### src/rtl/fetch_sequencer_if.sv
// rtl/fetch_sequencer_if.sv - PC, instruction-memory and decode signals of the fetch sequencer
interface fetch_sequencer_if;
    logic [31:0] pc_q;
    logic [31:0] pc_d;
    logic        imem_req;
    logic [31:0] imem_addr;
    logic        imem_ack;
    logic [31:0] imem_rdata;
    logic        instr_valid;
    logic        instr_ready;
    logic [31:0] instr;
    logic [31:0] instr_pc;
    logic        redirect_valid;
    logic [31:0] redirect_target;
    logic        halt_req;
    logic        halted;
    logic [1:0]  fault_code;

    modport master (
        input  pc_q,
        output pc_d,
        output imem_req,
        output imem_addr,
        input  imem_ack,
        input  imem_rdata,
        output instr_valid,
        input  instr_ready,
        output instr,
        output instr_pc,
        input  redirect_valid,
        input  redirect_target,
        input  halt_req,
        output halted,
        output fault_code
    );

    modport slave (
        output pc_q,
        input  pc_d,
        input  imem_req,
        input  imem_addr,
        output imem_ack,
        output imem_rdata,
        input  instr_valid,
        output instr_ready,
        input  instr,
        input  instr_pc,
        output redirect_valid,
        output redirect_target,
        output halt_req,
        input  halted,
        input  fault_code
    );
endinterface

### src/rtl/fetch_sequencer.sv
// rtl/fetch_sequencer.sv - fetch/issue sequencer driving the program counter d input
module fetch_sequencer #(
    parameter logic [31:0] RESET_VECTOR = 32'h0000_0000,
    parameter int          ACK_TIMEOUT  = 16
) (
    input  logic               clk,
    input  logic               clr,
    fetch_sequencer_if.master  bus
);
    localparam int CNT_W = (ACK_TIMEOUT > 2) ? $clog2(ACK_TIMEOUT) : 1;
    localparam logic [CNT_W-1:0] CNT_LAST = CNT_W'(ACK_TIMEOUT - 1);

    localparam logic [2:0] ST_BOOT  = 3'd0;
    localparam logic [2:0] ST_FETCH = 3'd1;
    localparam logic [2:0] ST_ISSUE = 3'd2;
    localparam logic [2:0] ST_HALT  = 3'd3;
    localparam logic [2:0] ST_FAULT = 3'd4;

    localparam logic [1:0] FAULT_NONE     = 2'b00;
    localparam logic [1:0] FAULT_TIMEOUT  = 2'b01;
    localparam logic [1:0] FAULT_MISALIGN = 2'b10;

    logic [2:0]       r_state;
    logic [CNT_W-1:0] r_count;
    logic [31:0]      r_instr;
    logic [31:0]      r_instr_pc;
    logic [1:0]       r_fault;

    logic [2:0]       w_state_nxt;
    logic [31:0]      w_pc_d;
    logic             w_fetching;
    logic             w_fetch_done;
    logic             w_timeout;
    logic             w_handshake;
    logic             w_redir_bad;

    assign w_fetching   = (r_state == ST_FETCH);
    assign w_fetch_done = w_fetching && bus.imem_ack;
    assign w_timeout    = w_fetching && !bus.imem_ack && (r_count == CNT_LAST);
    assign w_handshake  = (r_state == ST_ISSUE) && bus.instr_ready;
    assign w_redir_bad  = bus.redirect_valid && (bus.redirect_target[1:0] != 2'b00);

    // The PC register loads every cycle, so pc_d must echo pc_q whenever it should hold.
    always_comb begin
        w_state_nxt = r_state;
        w_pc_d      = bus.pc_q;
        case (r_state)
            ST_BOOT: begin
                w_pc_d      = RESET_VECTOR;
                w_state_nxt = ST_FETCH;
            end
            ST_FETCH: begin
                if (bus.imem_ack) begin
                    w_state_nxt = ST_ISSUE;
                end else if (w_timeout) begin
                    w_state_nxt = ST_FAULT;
                end
            end
            ST_ISSUE: begin
                if (w_handshake) begin
                    if (w_redir_bad) begin
                        w_state_nxt = ST_FAULT;
                    end else begin
                        if (bus.redirect_valid) begin
                            w_pc_d = bus.redirect_target;
                        end else begin
                            w_pc_d = bus.pc_q + 32'd4;
                        end
                        w_state_nxt = bus.halt_req ? ST_HALT : ST_FETCH;
                    end
                end
            end
            ST_HALT:  w_state_nxt = ST_HALT;
            ST_FAULT: w_state_nxt = ST_FAULT;
            default:  w_state_nxt = ST_BOOT;
        endcase
    end

    always_ff @(posedge clk) begin
        if (clr) begin
            r_state    <= ST_BOOT;
            r_count    <= '0;
            r_instr    <= 32'h0;
            r_instr_pc <= 32'h0;
            r_fault    <= FAULT_NONE;
        end else begin
            r_state <= w_state_nxt;
            // Any cycle outside a waiting fetch zeroes the count, so each FETCH entry starts at 0.
            if (w_fetching && !bus.imem_ack) begin
                r_count <= r_count + CNT_W'(1);
            end else begin
                r_count <= '0;
            end
            if (w_fetch_done) begin
                r_instr    <= bus.imem_rdata;
                r_instr_pc <= bus.pc_q;
            end
            if (w_timeout) begin
                r_fault <= FAULT_TIMEOUT;
            end else if (w_handshake && w_redir_bad) begin
                r_fault <= FAULT_MISALIGN;
            end
        end
    end

    assign bus.pc_d        = w_pc_d;
    assign bus.imem_req    = w_fetching;
    assign bus.imem_addr   = bus.pc_q;
    assign bus.instr_valid = (r_state == ST_ISSUE);
    assign bus.instr       = r_instr;
    assign bus.instr_pc    = r_instr_pc;
    assign bus.halted      = (r_state == ST_HALT) || (r_state == ST_FAULT);
    assign bus.fault_code  = r_fault;
endmodule
### src/flat_wrapper.sv
// flat-port wrapper written by rule: the top's interface ports become plain ports
module fetch_sequencer_flat 
#(
    parameter logic [31:0] RESET_VECTOR = 32'h0000_0000,
    parameter int          ACK_TIMEOUT  = 16
)
  (clk, clr, bus_pc_q, bus_pc_d, bus_imem_req, bus_imem_addr, bus_imem_ack, bus_imem_rdata, bus_instr_valid, bus_instr_ready, bus_instr, bus_instr_pc, bus_redirect_valid, bus_redirect_target, bus_halt_req, bus_halted, bus_fault_code);
  fetch_sequencer_if bus_i ();
  input  logic clk;
  input  logic clr;
  input wire logic [$bits(bus_i.pc_q)-1:0] bus_pc_q;
  output wire logic [$bits(bus_i.pc_d)-1:0] bus_pc_d;
  output wire logic [$bits(bus_i.imem_req)-1:0] bus_imem_req;
  output wire logic [$bits(bus_i.imem_addr)-1:0] bus_imem_addr;
  input wire logic [$bits(bus_i.imem_ack)-1:0] bus_imem_ack;
  input wire logic [$bits(bus_i.imem_rdata)-1:0] bus_imem_rdata;
  output wire logic [$bits(bus_i.instr_valid)-1:0] bus_instr_valid;
  input wire logic [$bits(bus_i.instr_ready)-1:0] bus_instr_ready;
  output wire logic [$bits(bus_i.instr)-1:0] bus_instr;
  output wire logic [$bits(bus_i.instr_pc)-1:0] bus_instr_pc;
  input wire logic [$bits(bus_i.redirect_valid)-1:0] bus_redirect_valid;
  input wire logic [$bits(bus_i.redirect_target)-1:0] bus_redirect_target;
  input wire logic [$bits(bus_i.halt_req)-1:0] bus_halt_req;
  output wire logic [$bits(bus_i.halted)-1:0] bus_halted;
  output wire logic [$bits(bus_i.fault_code)-1:0] bus_fault_code;
  assign bus_i.pc_q = bus_pc_q;
  assign bus_pc_d = bus_i.pc_d;
  assign bus_imem_req = bus_i.imem_req;
  assign bus_imem_addr = bus_i.imem_addr;
  assign bus_i.imem_ack = bus_imem_ack;
  assign bus_i.imem_rdata = bus_imem_rdata;
  assign bus_instr_valid = bus_i.instr_valid;
  assign bus_i.instr_ready = bus_instr_ready;
  assign bus_instr = bus_i.instr;
  assign bus_instr_pc = bus_i.instr_pc;
  assign bus_i.redirect_valid = bus_redirect_valid;
  assign bus_i.redirect_target = bus_redirect_target;
  assign bus_i.halt_req = bus_halt_req;
  assign bus_halted = bus_i.halted;
  assign bus_fault_code = bus_i.fault_code;
  fetch_sequencer #(.RESET_VECTOR(RESET_VECTOR), .ACK_TIMEOUT(ACK_TIMEOUT)) u_core (.clk(clk), .clr(clr), .bus(bus_i));
endmodule
### config.mk
export PLATFORM = sky130hd
export DESIGN_NAME = fetch_sequencer_flat
export DESIGN_NICKNAME = d
export VERILOG_FILES = /design/src/rtl/fetch_sequencer_if.sv /design/src/rtl/fetch_sequencer.sv /design/src/flat_wrapper.sv
export SDC_FILE = /design/constraint.sdc
export NUM_CORES = 1
export LEC_CHECK = 0
export ABC_AREA = 1
export CORE_MARGIN = 3
export CORE_UTILIZATION = 43
export CTS_CLUSTER_DIAMETER = 200
export DETAILED_ROUTE_END_ITERATION = 16
export GPL_ROUTABILITY_DRIVEN = 0
export GPL_TIMING_DRIVEN = 0
export PLACE_DENSITY = 0.87
export SYNTH_ARGS = -nofsm -noshare
export SYNTH_HDL_FRONTEND = slang
export SYNTH_SLANG_ARGS = --single-unit
### constraint.sdc
create_clock -name clk -period 4.5 [get_ports clk]
set_input_delay 0.9 -clock clk [delete_from_list [all_inputs] [get_ports clk]]
set_output_delay 0.9 -clock clk [all_outputs]
set_load 0.01 [all_outputs]
==> qor.txt <==
Fmax = 236 MHz
First-pass GRT wire length = 27300 um
Post-DP HPWL = 13700 um
WP data arrival = 3.34 ns
Post-synthesis cell count = 715
Top cells by count, synth = 149 x nand2_1, 148 x nor2_1, 102 x o21ai_0
Finished Cell Area = 0.00715 mm^2
Antenna viol nets, final = 0
# IOs = 235
HP Start = u_core.bus.fault_code[1]
Synth Flop Type = dfxtp_1
Initial Util = 0.450
Max cap viols = 0
Hold Fails Final Rpt = 0
GRT overflow = 0
Worst Setup SP = bus_pc_q[4]
Outcome = finished, final reports clean
Initial DRC Count = 302
Setup CP Type = in -> out
Slew @ Worst Pin = 0.536 ns
DRT Wirelength = 17400 um
Die area = 0.0116 mm^2
Clk Latency, worst-skew pair = 0.34 ns
Largest net degree at the start of global routing = 14
Synth-to-layout area growth = 60.5%
Worst slew margin = 0.643
CP Max Fanout = 8
Pwr Density = 364 mW/mm^2
CTS Buffer Depth = 2
PortBufs = 234
TritonCTS clock tree = yes
Total CTS buffers = 9
Number of global-route vias before repair = 5432
Clock skew = 0.0123 ns
# fillers = 856
Final setup violation count = 0
Clk root buf = clkbuf_8
Via-to-Cell Ratio = 5.10
Antenna violations before repair = 0
Biggest area consumer among synthesized cells = dfxtp_1
Final Util = 0.722
R2R Path End = u_core.bus.instr_pc[15]
Data required, critical path = 3.60 ns
Syn_nets = 819
Syn Std Cell Area = 0.00446 mm^2
Fin crit period = 4.24 ns
Startpoint types = primary input
Drt wl/cell = 15.9 um
Die Y = 108 um
Worst-path clk slew = 0.09 ns
Worst Reg2Reg Path Length in Cells = 7
Setup crit end kind = primary output
# hold bufs at CTS = 0
CP endpoint = bus_pc_d[28]
Register area share after synthesis = 0.328
Core box area = 0.00991 mm^2
Synth top area cells = dfxtp_1 33%, nand2_1 13%, nor2_1 12%
Post-synth EDFFs = 0
Worst R2R Setup Slack = 2.75 ns
Setup TNS = 0 ns
GRT Total Usage = 0.298
Yosys reg bits = 73
Peak supply drop = 0.259 mV
# rows = 36
RSZ-0062 raised after global routing = no
Synth cell types = 30
Hold slack final = 0.453 ns
Dpl cells = 1082
Yosys Warn Count = 0
Final worst path period share = 0.943
Drc violations = 0
Syn avg cell area = 6.23 um^2
Clock sink count = 73
Top-area cell type share of the netlist area = 0.328
Die W = 108 um
Most numerous cell in the Yosys netlist = nand2_1
# H-tree levels = 3
Final count of pins violating max slew = 0
RR Startpoint = u_core.r_state[0]
Synth async-reset ratio = 0
Layout cells sized above 1 = 0.0860
Vias = 5600
Lkg Pwr = 3.11 nW
Non-Filler Instances = 1099
Hold Crit Class = reg -> reg
DR pass1 iterations = 7
Nets = 1064
Placed Area = 0.00697 mm^2
==> state kept, by name, summed over array words and instances (netlist names) <==
| name | cells |
|---|---|
| u_core.r_count | 4 |
| u_core.bus.instr | 32 |
| u_core.bus.instr_pc | 32 |
| u_core.bus.fault_code | 2 |
| u_core.r_state | 3 |
==> area by class of cell <==
type                    count  area (um^2)  share of cell area
multi-input cells         519         2380               0.332
repair buffers            234         2350               0.328
flip-flops and latches     73         1460               0.204
plain buffers              65          402              0.0561
inverters                  58          218              0.0304
well taps                 133          166              0.0233
clock buffers              10          138              0.0192
clock inverters             6         42.5             0.00595
diodes                      1         2.50            0.000350
==> power by group <==
part	switching, mW	total, mW	internal, mW
Sequential	0.0683	0.842	0.773
Clock	0.261	0.478	0.216
Combinational	0.648	1.29	0.638
==> what timing repair did <==
action,in CTS,in global routing
buffers inserted,0,0
resized for setup,0,2
endpoints found under the setup margin,0,3
==> through the flow <==
step           worst slack [ns]  power [mW]
2_1_floorplan              1.64        1.40
3_3_place_gp              0.181        2.12
3_5_place_dp              0.143        2.13
4_1_cts                   0.136        2.62
5_1_grt                  0.0942        2.76
6_report                  0.256        2.61
==> cell usage in the layout (no fill, tap or decap), types with 12 or more instances in the layout <==
cell             count
nor2_1             148
clkdlybuf4s50_1    232
dfxtp_1             73
nand2_1            149
buf_2               12
a21oi_1             36
o21ai_0            102
nand3_1             30
inv_1               53
buf_4               36
clkbuf_1            15
==> metal layers <==
layer / share of wire / global-route usage / vias to the layer above
li1: - / - / 2759
met1: 0.39 / 0.351 / 2515
met2: 0.47 / 0.503 / 294
met3: 0.12 / 0.101 / 32
met4: 0.024 / 0.108 / 0
met5: 0 / 0 / -
==> critical path: stages <==
cell	delay, ns
clkdlybuf4s50_1	0.66
nand3_1	0.27
nor2_2	0.20
nand2_1	0.13
nor2_2	0.19
nand3_1	0.10
nand3_1	0.13
nand2_1	0.07
nand2_1	0.06
nand2_1	0.05
nand2_1	0.06
clkdlybuf4s50_1	0.53
==> cells by family after synthesis <==
| family | count (synthesis) | synth area share |
|---|---|---|
| simple gates | 347 | 0.317 |
| compound gates | 160 | 0.191 |
| xor+xnor | 10 | 0.0197 |
| buf+inv | 123 | 0.139 |
| fa+ha+maj | 2 | 0.00561 |
| flops | 73 | 0.328 |
==> how the worst min path moves through the flow <==
stage | end | cells after the start | slack (ns)
finish | u_core.bus.fault_code[1] | 2 | 0.45
global route | u_core.bus.fault_code[1] | 2 | 0.48
CTS | u_core.r_count[0] | 1 | 0.45
detailed placement | u_core.r_count[0] | 1 | 0.44
global placement | u_core.r_count[0] | 1 | 0.43
floorplan | u_core.r_count[0] | 1 | 0.42
No activity file was read; power rests on OpenSTA's default activity.
